`config.mk`:
```
export PLATFORM = sky130hd
export DESIGN_NAME = uart_tx_feeder
export DESIGN_NICKNAME = d
export VERILOG_FILES = /design/src/rtl/uart_tx_feeder.sv
export SDC_FILE = /design/constraint.sdc
export NUM_CORES = 1
export LEC_CHECK = 0
export ABC_AREA = 1
export ABC_CLOCK_PERIOD_IN_PS = 2200
export CORE_MARGIN = 2
export CORE_UTILIZATION = 35
export CTS_CLUSTER_DIAMETER = 120
export DETAILED_ROUTE_END_ITERATION = 12
export HOLD_SLACK_MARGIN = 0.02
export SYNTH_ARGS = -nofsm -noshare
export SYNTH_HDL_FRONTEND = slang
export SYNTH_SLANG_ARGS = --single-unit
```
`constraint.sdc`:
```
create_clock -name t_clk -period 2.2 [get_ports t_clk]
set_input_delay 0.22 -clock t_clk [delete_from_list [all_inputs] [get_ports t_clk]]
set_output_delay 0.22 -clock t_clk [all_outputs]
set_load 0.01 [all_outputs]
```
`src/rtl/uart_tx_feeder.sv`:
```
// rtl/uart_tx_feeder.sv - transmit FIFO feeding the UART transmitter over a request/ready handshake
//
// Buffers host bytes in a FIFO and hands them one at a time to the UART
// transmitter, reporting occupancy and a sticky dropped-write error.
//
// Ports:
//   t_clk, t_rst          clock; synchronous active-low reset
//   wr_en, wr_data        host write strobe and byte
//   fifo_full/fifo_empty  occupancy flags (count == DEPTH / count == 0)
//   fifo_count            number of stored words
//   ovf_err, ovf_clr      sticky "write dropped" flag and its clear
//   UART_Tx_READY_BUSY    transmitter status, 1 = idle/ready, 0 = busy
//   UART_Tx_RQST          registered transmit request
//   Tx_DATA               registered byte presented to the transmitter

`ifndef WORD_LENGTH
`define WORD_LENGTH 8
`endif

module uart_tx_feeder #(
  parameter int DEPTH   = 16,
  parameter int AW      = 4,
  parameter int BUSY_TO = 4
) (
  input  logic                    t_clk,
  input  logic                    t_rst,
  input  logic                    wr_en,
  input  logic [`WORD_LENGTH-1:0] wr_data,
  output logic                    fifo_full,
  output logic                    fifo_empty,
  output logic [AW:0]             fifo_count,
  output logic                    ovf_err,
  input  logic                    ovf_clr,
  input  logic                    UART_Tx_READY_BUSY,
  output logic                    UART_Tx_RQST,
  output logic [`WORD_LENGTH-1:0] Tx_DATA
);

  localparam int TW = $clog2(BUSY_TO + 1);
  localparam logic [AW:0]   FULL_CNT = (AW+1)'(DEPTH);
  localparam logic [TW-1:0] TO_LAST  = TW'(BUSY_TO - 1);

  typedef enum logic [1:0] {S_IDLE, S_REQ, S_WAIT_BUSY, S_WAIT_RDY} state_t;

  logic [`WORD_LENGTH-1:0] mem_q [DEPTH];
  logic [AW-1:0]           wr_ptr_q, rd_ptr_q;
  logic [AW:0]             count_q, count_d;
  logic                    ovf_q, ovf_d;
  state_t                  state_q, state_d;
  logic [TW-1:0]           to_cnt_q, to_cnt_d;
  logic                    rqst_q, rqst_d;
  logic [`WORD_LENGTH-1:0] data_q, data_d;
  logic                    full, empty, wr_ok, wr_drop, pop;

  // Fullness comes from the registered count, so a write while full is
  // dropped even when a pop happens on the same edge.
  assign full    = (count_q == FULL_CNT);
  assign empty   = (count_q == '0);
  assign wr_ok   = wr_en && !full;
  assign wr_drop = wr_en && full;
  assign pop     = (state_q == S_REQ) && UART_Tx_READY_BUSY;

  always_comb begin
    count_d = count_q;
    case ({wr_ok, pop})
      2'b10:   count_d = count_q + 1'b1;
      2'b01:   count_d = count_q - 1'b1;
      default: count_d = count_q;
    endcase
  end

  // Setting wins over clearing so a drop in the clear cycle is not lost.
  always_comb begin
    ovf_d = ovf_q;
    if (wr_drop) begin
      ovf_d = 1'b1;
    end else if (ovf_clr) begin
      ovf_d = 1'b0;
    end
  end

  always_ff @(posedge t_clk) begin
    if (!t_rst) begin
      wr_ptr_q <= '0;
      rd_ptr_q <= '0;
      count_q  <= '0;
      ovf_q    <= 1'b0;
    end else begin
      if (wr_ok) wr_ptr_q <= wr_ptr_q + 1'b1;
      if (pop)   rd_ptr_q <= rd_ptr_q + 1'b1;
      count_q <= count_d;
      ovf_q   <= ovf_d;
    end
  end

  // Storage is not reset; the cleared pointers make old contents unreachable.
  always_ff @(posedge t_clk) begin
    if (t_rst && wr_ok) begin
      mem_q[wr_ptr_q] <= wr_data;
    end
  end

  // FSM state and registered outputs
  always_ff @(posedge t_clk) begin
    if (!t_rst) begin
      state_q  <= S_IDLE;
      to_cnt_q <= '0;
      rqst_q   <= 1'b0;
      data_q   <= '0;
    end else begin
      state_q  <= state_d;
      to_cnt_q <= to_cnt_d;
      rqst_q   <= rqst_d;
      data_q   <= data_d;
    end
  end

  always_comb begin
    state_d = state_q;
    case (state_q)
      S_IDLE:      if (!empty) state_d = S_REQ;
      S_REQ:       if (UART_Tx_READY_BUSY) state_d = S_WAIT_BUSY;
      // A transmitter that never shows busy still releases the feeder after
      // BUSY_TO cycles; the word is treated as sent.
      S_WAIT_BUSY: begin
        if (!UART_Tx_READY_BUSY) begin
          state_d = S_WAIT_RDY;
        end else if (to_cnt_q == TO_LAST) begin
          state_d = S_IDLE;
        end
      end
      S_WAIT_RDY:  if (UART_Tx_READY_BUSY) state_d = S_IDLE;
      default:     state_d = S_IDLE;
    endcase
  end

  always_comb begin
    rqst_d   = rqst_q;
    data_d   = data_q;
    to_cnt_d = to_cnt_q;
    case (state_q)
      S_IDLE: begin
        if (!empty) begin
          rqst_d = 1'b1;
          data_d = mem_q[rd_ptr_q];
        end
      end
      S_REQ: begin
        if (UART_Tx_READY_BUSY) begin
          rqst_d   = 1'b0;
          to_cnt_d = '0;
        end
      end
      S_WAIT_BUSY: begin
        if (UART_Tx_READY_BUSY) to_cnt_d = to_cnt_q + 1'b1;
      end
      default: ;
    endcase
  end

  assign fifo_full    = full;
  assign fifo_empty   = empty;
  assign fifo_count   = count_q;
  assign ovf_err      = ovf_q;
  assign UART_Tx_RQST = rqst_q;
  assign Tx_DATA      = data_q;

endmodule
```
# Word level (Yosys, flattened, before mapping)
# Memory sizes are Yosys's and may differ from the RTL's. A register that Yosys moved wholly into a read port is not among the register bits.
# Index checks and enable logic that the tools add are counted.
[totals] ff_bits=20 ram_bits=128 in_bits=13 out_inout_bits=17 word_cells=59 mem_count=1
[mem_list] memory="mem_q" words=16 word_bits=8 rd=1 rd_ports_with_merged_regs=1 write_ports=1 line_no="45" text="logic [`WORD_LENGTH-1:0] mem_q [DEPTH];"
[op_classes] addsub=5 eq_ne=12 mux=17 bitwise_logic=1 reduce_logical=16
[op_table] operator="$mux 2" count=5
[op_table] operator="$pmux 5 s2" count=1
[op_table] operator="$add 4x1->4 const B" count=2
[op_table] operator="$ne 2x2->1 const B" count=4
[op_table] operator="$pmux 2 s4" count=1
[op_table] operator="$reduce_bool 2->1" count=4
[op_table] operator="$eq 2x2->1 const B" count=3
[op_table] operator="$mux 1" count=6
[op_table] operator="$mux 3" count=2
[op_table] operator="$pmux 3 s2" count=1
[op_table] operator="$reduce_and 3->1" count=2
[op_table] operator="$add 5x1->5 const B" count=1
[op_table] operator="$eq 5x5->1 const B" count=1
[op_table] operator="$logic_not 5->1" count=1
[op_table] operator="$sub 5x1->5 const B" count=1
[op_table] operator="$eq 2x1->1 const B" count=2
[op_table] operator="$logic_and 1x1->1" count=4
[op_table] operator="$reduce_and 4->1" count=1
[op_table] operator="$add 3x1->3 const B" count=1
[op_table] operator="$eq 3x2->1 const B" count=1
[op_table] operator="$ne 3x3->1 const B" count=1
[op_table] operator="$logic_not 1->1" count=2
[op_table] operator="$logic_not 2->1" count=1
[op_table] operator="$pmux 1 s2" count=1
[op_table] operator="other kinds (2)" count=2

# Longest topological paths before layout
[logic_depth] ltp_word=6 mapped_depth=15 mapped_depth_nobuf=15

# Least setup slack after synthesis
# No wires, ideal clock.
[synth_timing] path_kind="register to register" from="register count_q[0] (netlist: fifo_count[0])" to="memory mem_q[13][0] in the netlist's numbering, enable pin" setup_ns=0.383 arrival_ns=1.588 t_required_ns=1.817 setup_slack_ns=0.228 path_stages_with_launch=7 path_buffers=0 period_less_slack_ns=1.972 path_cell_list="dfxtp_1 nor2_1 nand3_1 nand2_4 nor2_1 inv_1 nor3_1"
[synth_between] elab_chain_len=6
[synth_lines] element="from (decl)" line_no="47" text="logic [AW:0] count_q, count_d;"
[synth_lines] element="from (signal assigned)" line_no="91" text="count_q <= count_d;"
[synth_lines] element="$eq 5x5->1" line_no="57" text="assign full = (count_q == FULL_CNT);"
[synth_lines] element="$logic_not 1->1" line_no="59" text="assign wr_ok = wr_en && !full;"
[synth_lines] element="$logic_and 1x1->1" line_no="59"
[synth_lines] element="$logic_and 1x1->1" line_no="98" text="if (t_rst && wr_ok) begin"
[synth_lines] element="$mux 1" line_no="98"
[synth_lines] element="$mux 1 (implied by the code)" line_no="99" text="mem_q[wr_ptr_q] <= wr_data;"
[synth_lines] element="to (decl)" line_no="45"
# Every way passes these cells.

# Worst setup path in the final report
[layout_timing] from="register count_q[2] (netlist: fifo_count[2])" to="output port fifo_full"
[layout_between] elab_chain_len=1
[layout_lines] element="$eq 5x5->1" line_no="57"
[layout_lines] element="to (decl)" line_no="29" text="output logic fifo_full,"
# Every way passes these cells.

==> results_dict.tcl <==
set metrics [dict create \
    status "finished, final reports clean" \
    layout.nets 639 \
    core_sq_um 18100 \
    yosysUniqueCellTypes 32 \
    drtPass1Iterations 7 \
    worst_pin_slew_ps 872 \
    row_count 49 \
    crit_required_ps 1980 \
    synthFlopType "edfxtp_1" \
    drtIter0Drc 411 \
    ys_seq_area_frac 0.680 \
    drt-wirelength-per-cell_um 17.3 \
    post-route-period-util 0.893 \
    grt_use_total 0.158 \
    setup_violations 0 \
    setup_tns_ps 0 \
    synth_area_sq_um 6480 \
    drive_gt1_frac 0.108 \
    numPortBuffers 29 \
    grt_pass1_vias 4164 \
    areaGrowthSynthToFinish_pct 19.3 \
    clockBufferDepth 2 \
    drc_errors 0 \
    syn_inst 570 \
    maxCapViolCount 0 \
    rr_worst_depth 7 \
    totalWireLength_mm 14.9 \
    crit_arrival_ps 1740 \
    vias_per_cell 5.13 \
    cts.clk_slew.worst_paths_ps 60 \
    start_util 0.358 \
    rsz0062_at_grt "false" \
    ctsResizeCount 0 \
    slew_headroom 0.418 \
    cts.sinks 156 \
    yosys_warnings 0 \
    final_common_cell "edfxtp_1" \
    worstSkewPairLatency_ps 420 \
    peakVddDrop_mv 0.545 \
    syn_area_per_cell_sq_um 11.4 \
    path_class "flop to output pin" \
    cp-start-kind "flop" \
    async_flop_share 0 \
    min_path_cells 4 \
    final_hold_viol_count 0 \
    diodes 0 \
    dp_hpwl_mm 9.29 \
    post-route-min-period_ps 1960 \
    die_h_um 140 \
    hold_buffers 0 \
    grt_pass1_wl_mm 23.3 \
    fmax_ghz 0.509 \
    place_ws_ps 221 \
    overflow 0 \
    clock_skew_ps 7.17 \
    min_path_type "input pin to flop" \
    vias 4401 \
    endpoint_kind "output pin" \
    slew_viol_final 0 \
    cts_tree "yes" \
    ys_seq_elements 156 \
    synth-edff-count 128 \
    finalWorstSetupSlack_ps 236 \
    htreeDepth 4 \
    ant_nets 0 \
    dieArea_sq_um 19600 \
    final_util 0.427 \
    antenna_found_initial 0 \
    synth_nets 593 \
    die_w_um 140 \
    fillers 1635 \
    num_io_pins 30 \
    finalWeightedCongestion 0.878 \
    worst-path-max-fanout 5 \
    powerDensity_nw_per_um2 1070 \
    cts_root_buf "clkbuf_16" \
    post_cts.repair.setup_buffers 0 \
    p_leak_nw 2.74 \
    grt_max_degree 66 \
    cts_made_buffers 17 \
    final_cell_mix "edfxtp_1 (128), nor2_1 (98), o21ai_0 (62), inv_1 (49), nand2_1 (39)" \
]
-- registers in the layout, indices dropped and copies added, names as in the netlist --
register      count
wr_ptr_q          4
UART_Tx_RQST      1
state_q           2
to_cnt_q          3
Tx_DATA           8
rd_ptr_q          4
mem_q           128
ovf_err           1
fifo_count        5
-- layout make-up --
cell class	count	area, sq um	share of cell area
well taps	229	287	0.0371
flip-flops and latches	156	4410	0.570
clock inverters	14	169	0.0219
repair buffers	56	518	0.0670
multi-input cells	334	1730	0.224
clock buffers	18	429	0.0555
inverters	51	191	0.0248
-- report_power, final --
group / leakage, nW / total [mW] / switching [mW] / internal (mW)
registers: 1.38 / 3.51 / 0.136 / 3.37
clock network: 0.280 / 2.95 / 1.16 / 1.78
logic: 1.07 / 1.78 / 1.10 / 0.673
total: 2.74 / 8.23 / 2.40 / 5.83
-- metrics by stage --
step / hold WS [ps] / total power, mW / instance area (sq um) / instances
after floorplan: 319 / 4.68 / 6480 / 570
after global placement: 444 / 5.30 / 7130 / 826
after detailed placement: 457 / 5.35 / 7130 / 826
after CTS: 427 / 8.29 / 7730 / 858
after global routing: 448 / 8.65 / 7730 / 858
final: 446 / 8.23 / 7730 / 858
-- synthesized netlist by cell type, types with 3 or more instances --
master / n / area share
a21oi_1: 23 / 0.018
buf_2: 5 / 0.0039
buf_6: 4 / 0.0070
clkbuf_1: 18 / 0.010
dfxtp_1: 28 / 0.087
edfxtp_1: 128 / 0.59
ha_1: 10 / 0.019
inv_1: 49 / 0.028
nand2_1: 39 / 0.023
nand3_1: 14 / 0.011
nor2_1: 98 / 0.057
nor3_1: 10 / 0.0077
o211ai_1: 22 / 0.025
o21ai_0: 62 / 0.048
o21ai_1: 18 / 0.014
o21ai_2: 3 / 0.0041
o221ai_1: 10 / 0.014
o22ai_1: 11 / 0.011
xor2_1: 3 / 0.0041
-- cells by family after synthesis --
| group | synth area share |
|---|---|
| simple gates | 0.108 |
| buf+inv | 0.0531 |
| flops | 0.680 |
| fa+ha+maj | 0.0193 |
| xor+xnor | 0.00406 |
| compound gates | 0.135 |
-- worst paths after layout --
path                                    start           to  slack [ps]
worst max register to register    rd_ptr_q[1]   Tx_DATA[2]         320
worst min-delay path                  ovf_clr      ovf_err         450
worst max-delay path            fifo_count[2]    fifo_full         240
worst min register to register    to_cnt_q[0]  to_cnt_q[0]         460
-- routing by layer --
layer  part of all wire  GRT usage  wire length, um
met4              0.018     0.0680              265
met1               0.45      0.211             6650
met5                  0          0                0
met3              0.047     0.0318              696
met2               0.49      0.253             7250
-- critical path, stage by stage, from the launching register on --
cell	delay (ps)
dfxtp_1	360
nor2_1	160
nand3_1	160
inv_1	110
clkdlybuf4s50_1	540
(Power assumes the default switching activity.)
